[config.mk]
export PLATFORM = sky130hd
export DESIGN_NAME = spi_shift_engine
export DESIGN_NICKNAME = d
export VERILOG_FILES = /design/src/rtl/spi_shift_engine_pkg.sv /design/src/rtl/spi_shift_engine_sclk_gen.sv /design/src/rtl/spi_shift_engine.sv
export SDC_FILE = /design/constraint.sdc
export NUM_CORES = 1
export LEC_CHECK = 0
export CAP_MARGIN = 20
export CORE_MARGIN = 1.5
export CORE_UTILIZATION = 52
export CTS_CLUSTER_DIAMETER = 150
export DETAILED_ROUTE_END_ITERATION = 12
export PLACE_DENSITY = 0.79
export RECOVER_POWER = 100
export SETUP_SLACK_MARGIN = 0.2
export SYNTH_ARGS = -nofsm -noshare
export SYNTH_HDL_FRONTEND = slang
export SYNTH_SLANG_ARGS = --single-unit
[constraint.sdc]
create_clock -name clk -period 2.4 [get_ports clk]
set_input_delay 0.36 -clock clk [delete_from_list [all_inputs] [get_ports clk]]
set_output_delay 0.36 -clock clk [all_outputs]
set_load 0.005 [all_outputs]
[src/rtl/spi_shift_engine_pkg.sv]
`default_nettype none
// ============================================================================
// Module      : spi_shift_engine_pkg
// Description : Shared types and constants for the SPI shift engine. This
//               covers the FSM state encoding and the frame geometry.
// Revision    : 1.0 - initial release
// ============================================================================
package spi_shift_engine_pkg;

    typedef enum logic [2:0] {
        IDLE  = 3'd0,
        FETCH = 3'd1,
        LOAD  = 3'd2,
        SHIFT = 3'd3,
        PUSH  = 3'd4
    } spi_eng_state_t;

    localparam int SPI_FRAME_BITS = 8;

    // Two SCLK edges per bit; the edge counter must hold 0..2*bits-1
    localparam int SPI_EDGE_CNT_W = 5;

endpackage : spi_shift_engine_pkg
`default_nettype wire

[src/rtl/spi_shift_engine_sclk_gen.sv]
`default_nettype none
// ============================================================================
// Module      : spi_sclk_gen
// Description : SCLK divider for the SPI shift engine. While i_run is high,
//               it emits a 1-cycle o_edge_stb every (i_div+1) clk cycles. The
//               first strobe occurs i_div+1 cycles after i_run rises.
//               o_lead is high when the pending edge is a leading (odd) edge
//               and low when it is a trailing (even) edge. All state is
//               cleared while i_run is low.
// Ports       : clk, rst          - clock, async active-high reset
//               i_run             - high while the engine is shifting
//               i_div             - half-period minus one, in clk cycles
//               o_edge_stb        - SCLK edge strobe (1 cycle)
//               o_lead            - strobe refers to a leading edge
// Revision    : 1.0 - initial release
// ============================================================================
module spi_sclk_gen #(
    parameter int DIV_W = 8
) (
    input  logic             clk,
    input  logic             rst,
    input  logic             i_run,
    input  logic [DIV_W-1:0] i_div,
    output logic             o_edge_stb,
    output logic             o_lead
);

    logic [DIV_W-1:0] r_cnt;
    logic             r_lead;

    assign o_edge_stb = i_run && (r_cnt == i_div);
    assign o_lead     = r_lead;

    always_ff @(posedge clk or posedge rst) begin
        if (rst) begin
            r_cnt  <= '0;
            r_lead <= 1'b1;
        end else if (!i_run) begin
            r_cnt  <= '0;
            r_lead <= 1'b1;
        end else if (o_edge_stb) begin
            r_cnt  <= '0;
            r_lead <= ~r_lead;
        end else begin
            r_cnt  <= r_cnt + 1'b1;
        end
    end

endmodule : spi_sclk_gen
`default_nettype wire

[src/rtl/spi_shift_engine.sv]
`default_nettype none
// ============================================================================
// Module      : spi_shift_engine
// Description : SPI master byte engine placed between a TX and an RX FIFO.
//               It pops a byte, shifts it out MSB-first on MOSI, and captures
//               MISO into a byte. It then pushes that byte to the RX FIFO.
//               CS_N stays low across back-to-back bytes.
// Ports       : clk, rst                        - clock, async active-high reset
//               en_i                            - allow new bytes to start
//               cpol_i, cpha_i                  - SPI mode (change only in IDLE)
//               clk_div_i                       - SCLK half-period = div+1 clks
//               tx_fifo_empty_i/data_i/read_o   - TX FIFO pop side
//               rx_fifo_full_i/write_o/data_o   - RX FIFO push side
//               sclk_o, mosi_o, miso_i, cs_n_o  - SPI pins
//               busy_o                          - engine not in IDLE
// Config      : SPI_LOOPBACK_EN - when defined, the sampler reads mosi_o
//               instead of miso_i. The pins still toggle.
// Revision    : 1.0 - initial release
// ============================================================================
module spi_shift_engine
    import spi_shift_engine_pkg::*;
#(
    parameter int DIV_W  = 8,
    parameter int DATA_W = SPI_FRAME_BITS
) (
    input  logic              clk,
    input  logic              rst,
    input  logic              en_i,
    input  logic              cpol_i,
    input  logic              cpha_i,
    input  logic [DIV_W-1:0]  clk_div_i,
    input  logic              tx_fifo_empty_i,
    input  logic [DATA_W-1:0] tx_fifo_data_i,
    output logic              tx_fifo_read_o,
    input  logic              rx_fifo_full_i,
    output logic              rx_fifo_write_o,
    output logic [DATA_W-1:0] rx_fifo_data_o,
    output logic              sclk_o,
    output logic              mosi_o,
    input  logic              miso_i,
    output logic              cs_n_o,
    output logic              busy_o
);

    localparam logic [SPI_EDGE_CNT_W-1:0] c_LAST_EDGE = SPI_EDGE_CNT_W'(2*DATA_W - 1);

    spi_eng_state_t            r_state;
    spi_eng_state_t            w_next_state;
    logic [DIV_W-1:0]          r_div;
    logic [DATA_W-1:0]         r_tx_shift;
    logic [DATA_W-1:0]         r_rx_shift;
    logic                      r_mosi;
    logic                      r_sclk_tog;
    logic [SPI_EDGE_CNT_W-1:0] r_edge_cnt;
    logic                      r_cs_n;

    logic w_run;
    logic w_edge_stb;
    logic w_lead;
    logic w_sample;
    logic w_shift;
    logic w_last_edge;
    logic w_sample_src;
    logic w_tx_read;
    logic w_rx_write;
    logic w_cs_n_next;

`ifdef SPI_LOOPBACK_EN
    logic w_unused_miso;
    assign w_unused_miso = miso_i;
    assign w_sample_src  = r_mosi;
`else
    assign w_sample_src  = miso_i;
`endif

    assign w_run = (r_state == SHIFT);

    spi_sclk_gen #(
        .DIV_W (DIV_W)
    ) u_sclk_gen (
        .clk        (clk),
        .rst        (rst),
        .i_run      (w_run),
        .i_div      (r_div),
        .o_edge_stb (w_edge_stb),
        .o_lead     (w_lead)
    );

    // CPHA=0: sample on leading edges, shift on trailing edges except the last.
    // CPHA=1: shift on leading edges, sample on trailing edges.
    assign w_last_edge = w_edge_stb && (r_edge_cnt == c_LAST_EDGE);
    assign w_sample    = w_edge_stb && (cpha_i ? !w_lead : w_lead);
    assign w_shift     = w_edge_stb && (cpha_i ? w_lead : (!w_lead && !w_last_edge));

    // ------------------------------------------------------------------------
    // Next-state and strobe decode
    // ------------------------------------------------------------------------
    always_comb begin
        w_next_state = r_state;
        w_tx_read    = 1'b0;
        w_rx_write   = 1'b0;
        case (r_state)
            IDLE: begin
                if (en_i && !tx_fifo_empty_i) begin
                    w_next_state = FETCH;
                end
            end
            FETCH: begin
                w_tx_read    = 1'b1;
                w_next_state = LOAD;
            end
            LOAD: begin
                w_next_state = SHIFT;
            end
            SHIFT: begin
                if (w_last_edge) begin
                    w_next_state = PUSH;
                end
            end
            PUSH: begin
                if (!rx_fifo_full_i) begin
                    w_rx_write   = 1'b1;
                    w_next_state = (en_i && !tx_fifo_empty_i) ? FETCH : IDLE;
                end
            end
            default: begin
                w_next_state = IDLE;
            end
        endcase
        // CS goes low from LOAD onwards. A FETCH that follows a PUSH keeps it
        // low, and a FETCH that follows IDLE leaves it high.
        w_cs_n_next = (w_next_state == IDLE) ||
                      ((w_next_state == FETCH) && (r_state == IDLE));
    end

    always_ff @(posedge clk or posedge rst) begin
        if (rst) begin
            r_state <= IDLE;
            r_cs_n  <= 1'b1;
        end else begin
            r_state <= w_next_state;
            r_cs_n  <= w_cs_n_next;
        end
    end

    // ------------------------------------------------------------------------
    // Shift / capture datapath
    // ------------------------------------------------------------------------
    always_ff @(posedge clk or posedge rst) begin
        if (rst) begin
            r_div      <= '0;
            r_tx_shift <= '0;
            r_rx_shift <= '0;
            r_mosi     <= 1'b0;
            r_sclk_tog <= 1'b0;
            r_edge_cnt <= '0;
        end else begin
            if (r_state == LOAD) begin
                r_div      <= clk_div_i;
                r_mosi     <= tx_fifo_data_i[DATA_W-1];
                r_rx_shift <= '0;
                // With CPHA=0, bit7 is already on MOSI. The shifter therefore
                // starts at bit6. With CPHA=1, the first leading edge drives
                // bit7 itself.
                r_tx_shift <= cpha_i ? tx_fifo_data_i
                                     : {tx_fifo_data_i[DATA_W-2:0], 1'b0};
            end
            if (w_run) begin
                if (w_edge_stb) begin
                    r_sclk_tog <= ~r_sclk_tog;
                    r_edge_cnt <= r_edge_cnt + 1'b1;
                end
                if (w_shift) begin
                    r_mosi     <= r_tx_shift[DATA_W-1];
                    r_tx_shift <= {r_tx_shift[DATA_W-2:0], 1'b0};
                end
                if (w_sample) begin
                    r_rx_shift <= {r_rx_shift[DATA_W-2:0], w_sample_src};
                end
            end else begin
                r_sclk_tog <= 1'b0;
                r_edge_cnt <= '0;
            end
        end
    end

    // SCLK is the idle level XOR an even number of toggles per frame. It
    // therefore returns to cpol_i by itself and follows cpol_i whenever idle.
    assign sclk_o          = cpol_i ^ r_sclk_tog;
    assign mosi_o          = r_mosi;
    assign cs_n_o          = r_cs_n;
    assign busy_o          = (r_state != IDLE);
    assign tx_fifo_read_o  = w_tx_read;
    assign rx_fifo_write_o = w_rx_write;
    assign rx_fifo_data_o  = r_rx_shift;

endmodule : spi_shift_engine
`default_nettype wire
After elaboration in Yosys (flattened, before gate mapping):

Index checks and enable logic that the tools add are counted.
Widths: inputs -> output; s select.

* output and inout port bits: 14
* register bits: 44

* $add $sub $neg: 2
* reductions and logical operators: 14
* multiplexer cells: 28
* equal/unequal tests: 8
* bitwise gates (word level): 3

Operator list (number)
* $mux 8: 9
* $pmux 3 s5: 1
* $mux 1: 13
* $mux 5: 2
* $mux 3: 3
* $add 8x1->8 const B: 1
* $eq 8x8->1: 1
* $logic_and 1x1->1: 7
* $eq 3x1->1 const B: 2
* $eq 3x2->1 const B: 2
* $logic_not 3->1: 2
* $add 5x1->5 const B: 1
* $eq 5x4->1 const B: 1
* $eq 3x3->1 const B: 1
* $logic_not 1->1: 3
* $reduce_bool 3->1: 1
* $ne 2x2->1 const B: 1
* $not 1->1: 2
* $logic_or 1x1->1: 1
* $xor 1x1->1: 1

Longest topological paths before layout:

Gate-level depths: netlist of run 1.

* depth in word-level cells: 9
* depth in mapped cells: 8

Modules after synthesis:

From an unflattened synthesis of run 1, not the netlist that was laid out.

* cells, all modules: 188
* area total of the unflattened synthesis: 2311.0 µm²

Modules (own cells, without submodules)
* spi_shift_engine: times used 1, area each 1801.7 µm², cells each 140
* spi_sclk_gen: times used 1, area each 509.2 µm², cells each 48

Worst setup path after synthesis of run 1:

No wires, ideal clock.

* path type: reg2reg
* start: register u_sclk_gen.r_cnt[5]
* end: register r_mosi (netlist: mosi_o)
* arrival: 2.056 ns
* path buffers: 1
* path slack: 0.219 ns
* cell stages (with the launch flop): 6
* period minus slack after synthesis: 2.181 ns
* required time: 2.275 ns
* cell sequence: dfrtp_1 -> xor2_1 -> or4_4 -> or4_4 -> buf_6 -> mux2_4

* word-level cells in the longest chain between the ends: 9

Ends and longest elaborated chain
* start: declaration: RTL line spi_shift_engine_sclk_gen.sv:28 `logic [DIV_W-1:0] r_cnt;`
* start signal: assignment: RTL line spi_shift_engine_sclk_gen.sv:45 `r_cnt <= r_cnt + 1'b1;`
* $eq 8x8->1 *: RTL line spi_shift_engine_sclk_gen.sv:31 `assign o_edge_stb = i_run && (r_cnt == i_div);`
* $logic_and 1x1->1 *: RTL line spi_shift_engine_sclk_gen.sv:31
* $logic_and 1x1->1: RTL line spi_shift_engine.sv:91 `assign w_last_edge = w_edge_stb && (r_edge_cnt == c_LAST_EDGE);`
* $logic_not 1->1: RTL line spi_shift_engine.sv:93 `assign w_shift = w_edge_stb && (cpha_i ? w_lead : (!w_lead && !w_last_edge));`
* $logic_and 1x1->1: RTL line spi_shift_engine.sv:93
* $mux 1: RTL line spi_shift_engine.sv:93
* $logic_and 1x1->1 *: RTL line spi_shift_engine.sv:93
* $mux 1 *: RTL line spi_shift_engine.sv:173 `if (w_shift) begin`
* $mux 1 *: RTL line spi_shift_engine.sv:168 `if (w_run) begin`
* end signal: assignment: RTL line spi_shift_engine.sv:160 `r_mosi <= tx_fifo_data_i[DATA_W-1];`
* end signal: assignment: RTL line spi_shift_engine.sv:174 `r_mosi <= r_tx_shift[DATA_W-1];`
* end: declaration: RTL line spi_shift_engine.sv:52 `logic r_mosi;`

Mark *: on every way between the ends. The rest lies on a longest branch, timed or not.
A chain may end at the register's enable or synchronous reset.

Final worst setup path of run 1:

* start: register u_sclk_gen.r_cnt[6]
* end: register r_tx_shift[1]

* word-level cells in the longest chain between the ends: 9

Ends and longest elaborated chain
* $eq 8x8->1 *: RTL line spi_shift_engine_sclk_gen.sv:31
* $logic_and 1x1->1 *: RTL line spi_shift_engine_sclk_gen.sv:31
* $logic_and 1x1->1: RTL line spi_shift_engine.sv:91
* $logic_not 1->1: RTL line spi_shift_engine.sv:93
* $logic_and 1x1->1: RTL line spi_shift_engine.sv:93
* $mux 1: RTL line spi_shift_engine.sv:93
* $logic_and 1x1->1 *: RTL line spi_shift_engine.sv:93
* $mux 8 *: RTL line spi_shift_engine.sv:173
* $mux 8 *: RTL line spi_shift_engine.sv:168
* end signal: assignment: RTL line spi_shift_engine.sv:165 `r_tx_shift <= cpha_i ? tx_fifo_data_i`
* end signal: assignment: RTL line spi_shift_engine.sv:175 `r_tx_shift <= {r_tx_shift[DATA_W-2:0], 1'b0};`
* end: declaration: RTL line spi_shift_engine.sv:50 `logic [DATA_W-1:0] r_tx_shift;`

Marks and branches as above.

==> run summary, run 1 <==
Wire length per cell: 15.0 um. The flow ran to the end, and the final reports show no timing, DRC or antenna violations. The logs give 0 for the number of DRC violations after detailed routing and 1.28 nW for the leakage component of the power. The share of layout cells above drive strength 1 is 0.194, and the total congestion overflow is 0. The worst hold path belongs to the class reg -> reg. The final-report max-slew violation count was 0; the total power divided by cell area was 812 nW/um2.

The setup TNS is 0 ns, and the number of nets at the end of the flow is 278. Count of placed standard cells in the final layout, fillers left out: 302. The logs give 0.288 for the remaining max-slew budget at the tightest pin and 2.40 ns for the arrival time at the worst endpoint. The master of the slowest instance on the critical path is or4_1. Latest clock arrival within the worst-skew pair: 0.30 ns. The signal on the critical path passes through xor2_1 -> or4_4 -> or4_1 -> mux2_1.

The tools report the number of antenna violations at the first check in global routing as 0. When the netlist entered floorplanning its net count stood at 228. The run gives 0 as the number of antenna repair diodes. The startpoint type of the worst setup path is a flop. The estimated wirelength of the detail-placed design came out at 2980 um. The horizontal extent of the die is 68.5 um, and the detailed-routing iteration count for the pre-antenna-repair pass is 4. The run gives 0.705 as the final core utilization. The count of nets left with antenna violations once routing finished came out at 0. The flop and latch count out of synthesis works out to 44. The global-route wire length before repair was 7170 um.

The number of global-route vias before repair was 1,525. Once placement completed, the tool counted placed cells totaling 288. The post-synthesis instance area came out at 2230 um2.

Leaving out fill and tap cells, the most frequent cell in the layout is dfrtp_1. TritonCTS built the clock tree. The final weighted congestion in routability-driven placement is 0.861, and the number of levels in the clock H-tree is 2.

The synthesis warning total was 0; the placeable core region was 4060 um2. For this run, the slowest stage of the critical path takes 0.63 ns. Hold is met by 0.509 ns. Sorting the synthesized cells by area gives the leading types as dfrtp_1 47%, mux2_2 8.6%, xor2_1 5.9%.

The total number of clock tree sinks is 44, and the highest fanout seen on the critical path is 4. The maximum vdd drop is 644 uV. The via-per-instance ratio is 5.36, and the initial standard-cell utilization of the core is 0.550. The largest clock skew in the final design was 0.0165 ns; the highest attainable clock frequency was 451 MHz.

The transition time of the tightest slew-check pin is 1.07 ns, and the quantity of hold-fixing buffers added after cts is 0. Setup repair after global routing left no endpoint under its margin. The number of buffers and inverters on the critical path is 0. The largest net degree at the start of global routing was 45.

The share of Yosys cell area claimed by the top area cell type is 0.471, and the total routing usage reported by global routing is 0.209. The logs give 0.494 for the sequential share of the synthesized area and 4700 um2 for the die area. TritonCTS created 5 clock buffers. The critical path capture point type is a flop. Relative to the synthesized area, the layout overhead comes to 28.1%. The type of the setup path with the least slack was reg -> reg.

Broken down by cell family, the worst path's largest delay share belongs to simple AND/OR/NAND/NOR gates. Wires add up to 4520 um. Buffer type at the clock tree root: clkbuf_8. Input and output buffers added on the ports amount to 37.

In this run the vertical extent of the chip is 68.5 um. Data on the critical path is required at its endpoint by 2.59 ns. The total count of hold-check failures in the final report was 0; the total number of vias was 1,618.

The post-synthesis cell type count was 34. The shortest clock period the worst path allows after layout is 2.22 ns, and the synthesized netlist cell count is 201. For the number of top-level pins, the log shows 38. The final total power was 2.32 mW. Clock-pin slew was measured on the worst setup and hold paths at 0.08 ns. Max-cap violations in this run came to 0.

The longest clock path from root to sink contains 2 buffers. The tools report the placement row count as 23. The top cell types in the final layout, fill and taps aside, are 41 x dfrtp_1, 22 x clkdlybuf4s50_1, 17 x mux2_2, 15 x xor2_1, 15 x dlygate4sd3_1. After the first detailed-routing iteration, the DRC count stood at 126. The total of endpoints with negative setup slack in the final report is 0, and the post-route clock period utilization is 0.925. The mean area per synthesized cell was 11.1 um2. Of all cell types, the one taking the most synthesized area is dfrtp_1.
-- through the flow --
stage          cell area, um2  setup slack, ns
6_report                 2860            0.181
5_1_grt                  2860            0.124
4_1_cts                  2890            0.211
3_5_place_dp             2700            0.181
3_3_place_gp             2700            0.212
2_1_floorplan            2230            0.219
-- cells in the mapped netlist --
master / number
dfrtp_1: 42
mux2_2: 17
xor2_1: 15
a21oi_1: 14
nor2_1: 13
nand3_1: 10
nor3_1: 10
nor2b_1: 9
mux2_4: 8
clkbuf_1: 7
mux2i_1: 7
o21ai_0: 7
and3_1: 4
nand2_1: 4
or3_1: 4
ha_1: 3
inv_1: 3
nor4_1: 3
dfstp_2: 2
nand4_1: 2
nor3b_1: 2
or4_1: 2
or4_4: 2
a211oi_1: 1
a21boi_0: 1
a31o_2: 1
buf_1: 1
buf_6: 1
nand2b_1: 1
nand3b_1: 1
o21a_1: 1
o31ai_1: 1
or2_2: 1
xnor2_1: 1
-- path summary, 6_finish.rpt --
path,startpoint,end,slack [ns],cells past startpoint
setup / recovery,u_sclk_gen.r_cnt[6],r_tx_shift[1],0.18,4
hold / removal,r_tx_shift[0],r_tx_shift[1],0.51,1
setup reg to reg,u_sclk_gen.r_cnt[6],r_tx_shift[1],0.18,4
hold reg to reg,r_tx_shift[0],r_tx_shift[1],0.51,1
max in group asynchronous,rst,u_sclk_gen.r_cnt[0],0.82,3
min in group asynchronous,rst,rx_fifo_data_o[0],0.83,3
-- timing repair --
action,CTS,global route
setup buffers,2,3
setup endpoints to repair,8,8
gates resized for setup,8,1
pin swaps,4,4
gates cloned,1,0
-- final cells by class --
type                            count  area (um2)
Timing Repair Buffer               51         459
Inverter                            3        11.3
Multi-Input combinational cell    146        1090
Tap cell                           50        62.6
Sequential cell                    44        1100
Fill cell                         332        1200
Clock buffer                        6        72.6
Clock inverter                      2        60.1
-- sequential cells by signal (all words and copies together) (netlist names) --
register / count
r_state: 3
mosi_o: 1
r_div: 8
u_sclk_gen.r_cnt: 8
cs_n_o: 1
r_sclk_tog: 1
r_tx_shift: 8
u_sclk_gen.o_lead: 1
rx_fifo_data_o: 8
r_edge_cnt: 5
-- layer usage --
metal  GRT usage  share of wire
met5           0              0
met4      0.0925          0.011
met1       0.291           0.46
met2       0.317           0.48
met3      0.0390          0.039
-- cell families after synthesis --
group	count (synthesis)	synth area share
flops	44	0.494
xor+xnor	16	0.0627
compound gates	26	0.0644
fa+ha+maj	3	0.0168
simple gates	68	0.168
buf+inv	12	0.0235
mux	32	0.171
-- where the power goes --
| part | switching [mW] | internal [mW] | total [mW] |
|---|---|---|---|
| sequential | 0.134 | 0.898 | 1.03 |
| clock | 0.255 | 0.416 | 0.671 |
| combinational | 0.288 | 0.331 | 0.620 |
Note: power is estimated with default switching activity, not from simulation.
==> run 2, diff against run 1 <==
Settings changed: CORE_UTILIZATION 52 to 62, DONT_BUFFER_PORTS from default to 1, PLACE_DENSITY 0.79 to 0.78.
==> run summary, run 2 (same netlist as run 1, synthesis figures left out) <==
The buffer type at the clock tree root is clkbuf_4. The critical path runs through a total of 5 cells. The type of the setup path with the least slack was reg -> reg.

Clock skew on the completed layout was measured at 0.00864 ns. After routing the design area is 2430 um2. The smallest clock period supported by the final layout is computed as 2.21 ns. The via-per-instance ratio is 6.06. The final routed wirelength across all metal layers was 4530 um; the number of input and output port buffers inserted was 0. TritonCTS built the clock tree. The tool flagged a number of max-cap violations equal to 0. Power spread over the standard cell area amounts to 862 nW/um2. Remaining max-slew budget at the tightest pin: 0.289. The routing usage on met3 is 0.0577. The logs give 3970 um2 for the die area and 2 for the maximum count of clock buffers along a single path. In this run the most used layer during global routing was met2. Depth of the worst register-to-register path: 5.

In the layout the commonest cells are 40 x dfrtp_1, 17 x mux2_2, 15 x xor2_1, 13 x a21oi_1, 13 x nor2_1. The placement row count was 21; the hold path depth was 1. In the final routed layout, each cell accounts on average for 17.3 um. 0 antenna diodes ended up in the layout.

Timing analysis after detailed placement gives a worst setup slack of 0.168 ns. Summed over all nets, the half-perimeter wirelength after detailed placement is 3080 um. The die is 63.0 um tall. The library cell used most frequently in the layout, excluding fill and tap cells, is dfrtp_1.

Entering global routing, the biggest net connects 45 pins. The number of clock buffers added by TritonCTS is 5. The tools report the initial standard-cell utilization of the core as 0.659.

The met2 track utilization from global routing came out at 0.408. The synthesis-to-finish area growth is 9.02%, and the horizontal extent of the die is 63.0 um. Once detail routing completed, the nets flagged for antenna violations numbered 0.

The total routing usage reported by global routing is 0.250. The detailed-routing iteration count for the pre-antenna-repair pass is 4. The total buffers and inverters traversed by the critical path is 1. In this run the worst path has a maximum fanout of 12. Setup repair after global routing could not meet its margin everywhere. The maximum vdd drop was 572 uV.

The critical path goes through xor2_1 -> or4_4 -> clkbuf_1 -> or4_1 -> a21oi_1. At the later pin of the worst-skew pair, clock insertion delay measures 0.35 ns. The run finished with clean final reports. The share of layout cells above drive strength 1 was 0.236; the number of levels in the clock H-tree was 2. STA puts the critical path data arrival time at 2.50 ns. The net count of the finished layout is 242.

The tightest min-delay check is of the in -> reg type. Setup violations remaining at the end of the flow were counted as 0. The number of global-route vias before repair is 1,658, and the post-detailed-placement cell area is 2320 um2.

STA classifies the critical path startpoint as a flop. At the end of routability-driven placement, the weighted congestion stood at 0.788. On the worst path, the slowest cell contributes a delay of 0.56 ns. After clock tree synthesis, the clock-pin slew on the worst setup and hold paths is 0.13 ns. The number of antenna violations at the first check in global routing was 0; the setup TNS was 0 ns. At the pin with the least slew margin, the transition time is 1.07 ns. In this run the count of I/O pins placed on the die edge is 38.

The final-report max-slew violation count came out at 0. For this run, the top clock speed supported by timing is 452 MHz. The run gives 1,589 as the total number of vias. The global-route wire length before repair is 7760 um.

Data on the critical path is required at its endpoint by 2.69 ns. The critical path capture point type is a flop. Summed over all cells, the static leakage comes to 1.08 nW. The tree built by TritonCTS fans out to 44 sinks. For this run, design rule violations remaining after detail routing come to 0. For the quantity of hold-fixing buffers added after cts, the log shows 0. The post-route clock period utilization was 0.923; the iteration-0 DRC count of the detailed router was 129. The slowest stage of the critical path is the or4_4 cell.

Setup slack on the critical path of the routed design comes to 0.186 ns. The run gives 0 as the total count of hold-check failures in the final report. Global-route met1 utilization: 0.314. For this run the aggregate overflow at the end of global routing stands at 0.

The family with the most delay on the worst path is simple AND/OR/NAND/NOR gates. The core region is 3390 um2.
## run 2: final cells by class
class	instances	area [um2]
clock buffer	5	37.5
fill	250	955
sequential	44	1110
multi-input combinational	146	1080
tap	46	57.6
inverter	3	11.3
timing repair buffer	15	95.1
clock inverter	3	47.5
## run 2: power breakdown
| group | internal (mW) | total (mW) | switching [mW] |
|---|---|---|---|
| registers | 0.898 | 1.04 | 0.139 |
| logic | 0.296 | 0.590 | 0.294 |
| clock network | 0.223 | 0.471 | 0.248 |
| total | 1.42 | 2.10 | 0.681 |
## run 2: final timing paths
kind	to	slack, ns	startpoint
min	rx_fifo_data_o[0]	0.15	miso_i
max	r_edge_cnt[3]	0.19	u_sclk_gen.r_cnt[5]
max reg2reg	r_edge_cnt[3]	0.19	u_sclk_gen.r_cnt[5]
max in group asynchronous	u_sclk_gen.r_cnt[2]	1.47	rst
min reg2reg	r_tx_shift[2]	0.52	r_tx_shift[1]
min in group asynchronous	rx_fifo_data_o[7]	0.21	rst
## run 2: timing repair
action / in CTS / in global routing
endpoints found under the setup margin: 8 / 8
buffers inserted: 3 / 3
pin swaps: 1 / 2
resized for setup: 3 / 5
gates cloned: 1 / 0
## run 2: metrics by stage
| step | total power [mW] | cells | hold slack [ns] | utilization |
|---|---|---|---|---|
| after detailed placement | 1.58 | 247 | 0.428 | 0.685 |
| after global placement | 1.53 | 247 | 0.411 | 0.685 |
| after floorplan | 1.44 | 201 | 0.475 | - |
| after global routing | 2.23 | 262 | 0.121 | 0.718 |
| after CTS | 2.09 | 259 | 0.0196 | 0.722 |
| final | 2.10 | 262 | 0.146 | 0.718 |
## run 2: per-layer routing
metal / share of wire / wire length, um
met4: 0.024 / 110
met3: 0.045 / 202
met1: 0.41 / 1880
met5: 0 / 0
met2: 0.52 / 2340
## run 2: worst reg2reg max path, cell delays in order (launching register included)
cell	delay, ns
dfrtp_1	0.45
xor2_1	0.17
or4_4	0.56
clkbuf_1	0.26
or4_1	0.56
a21oi_1	0.15
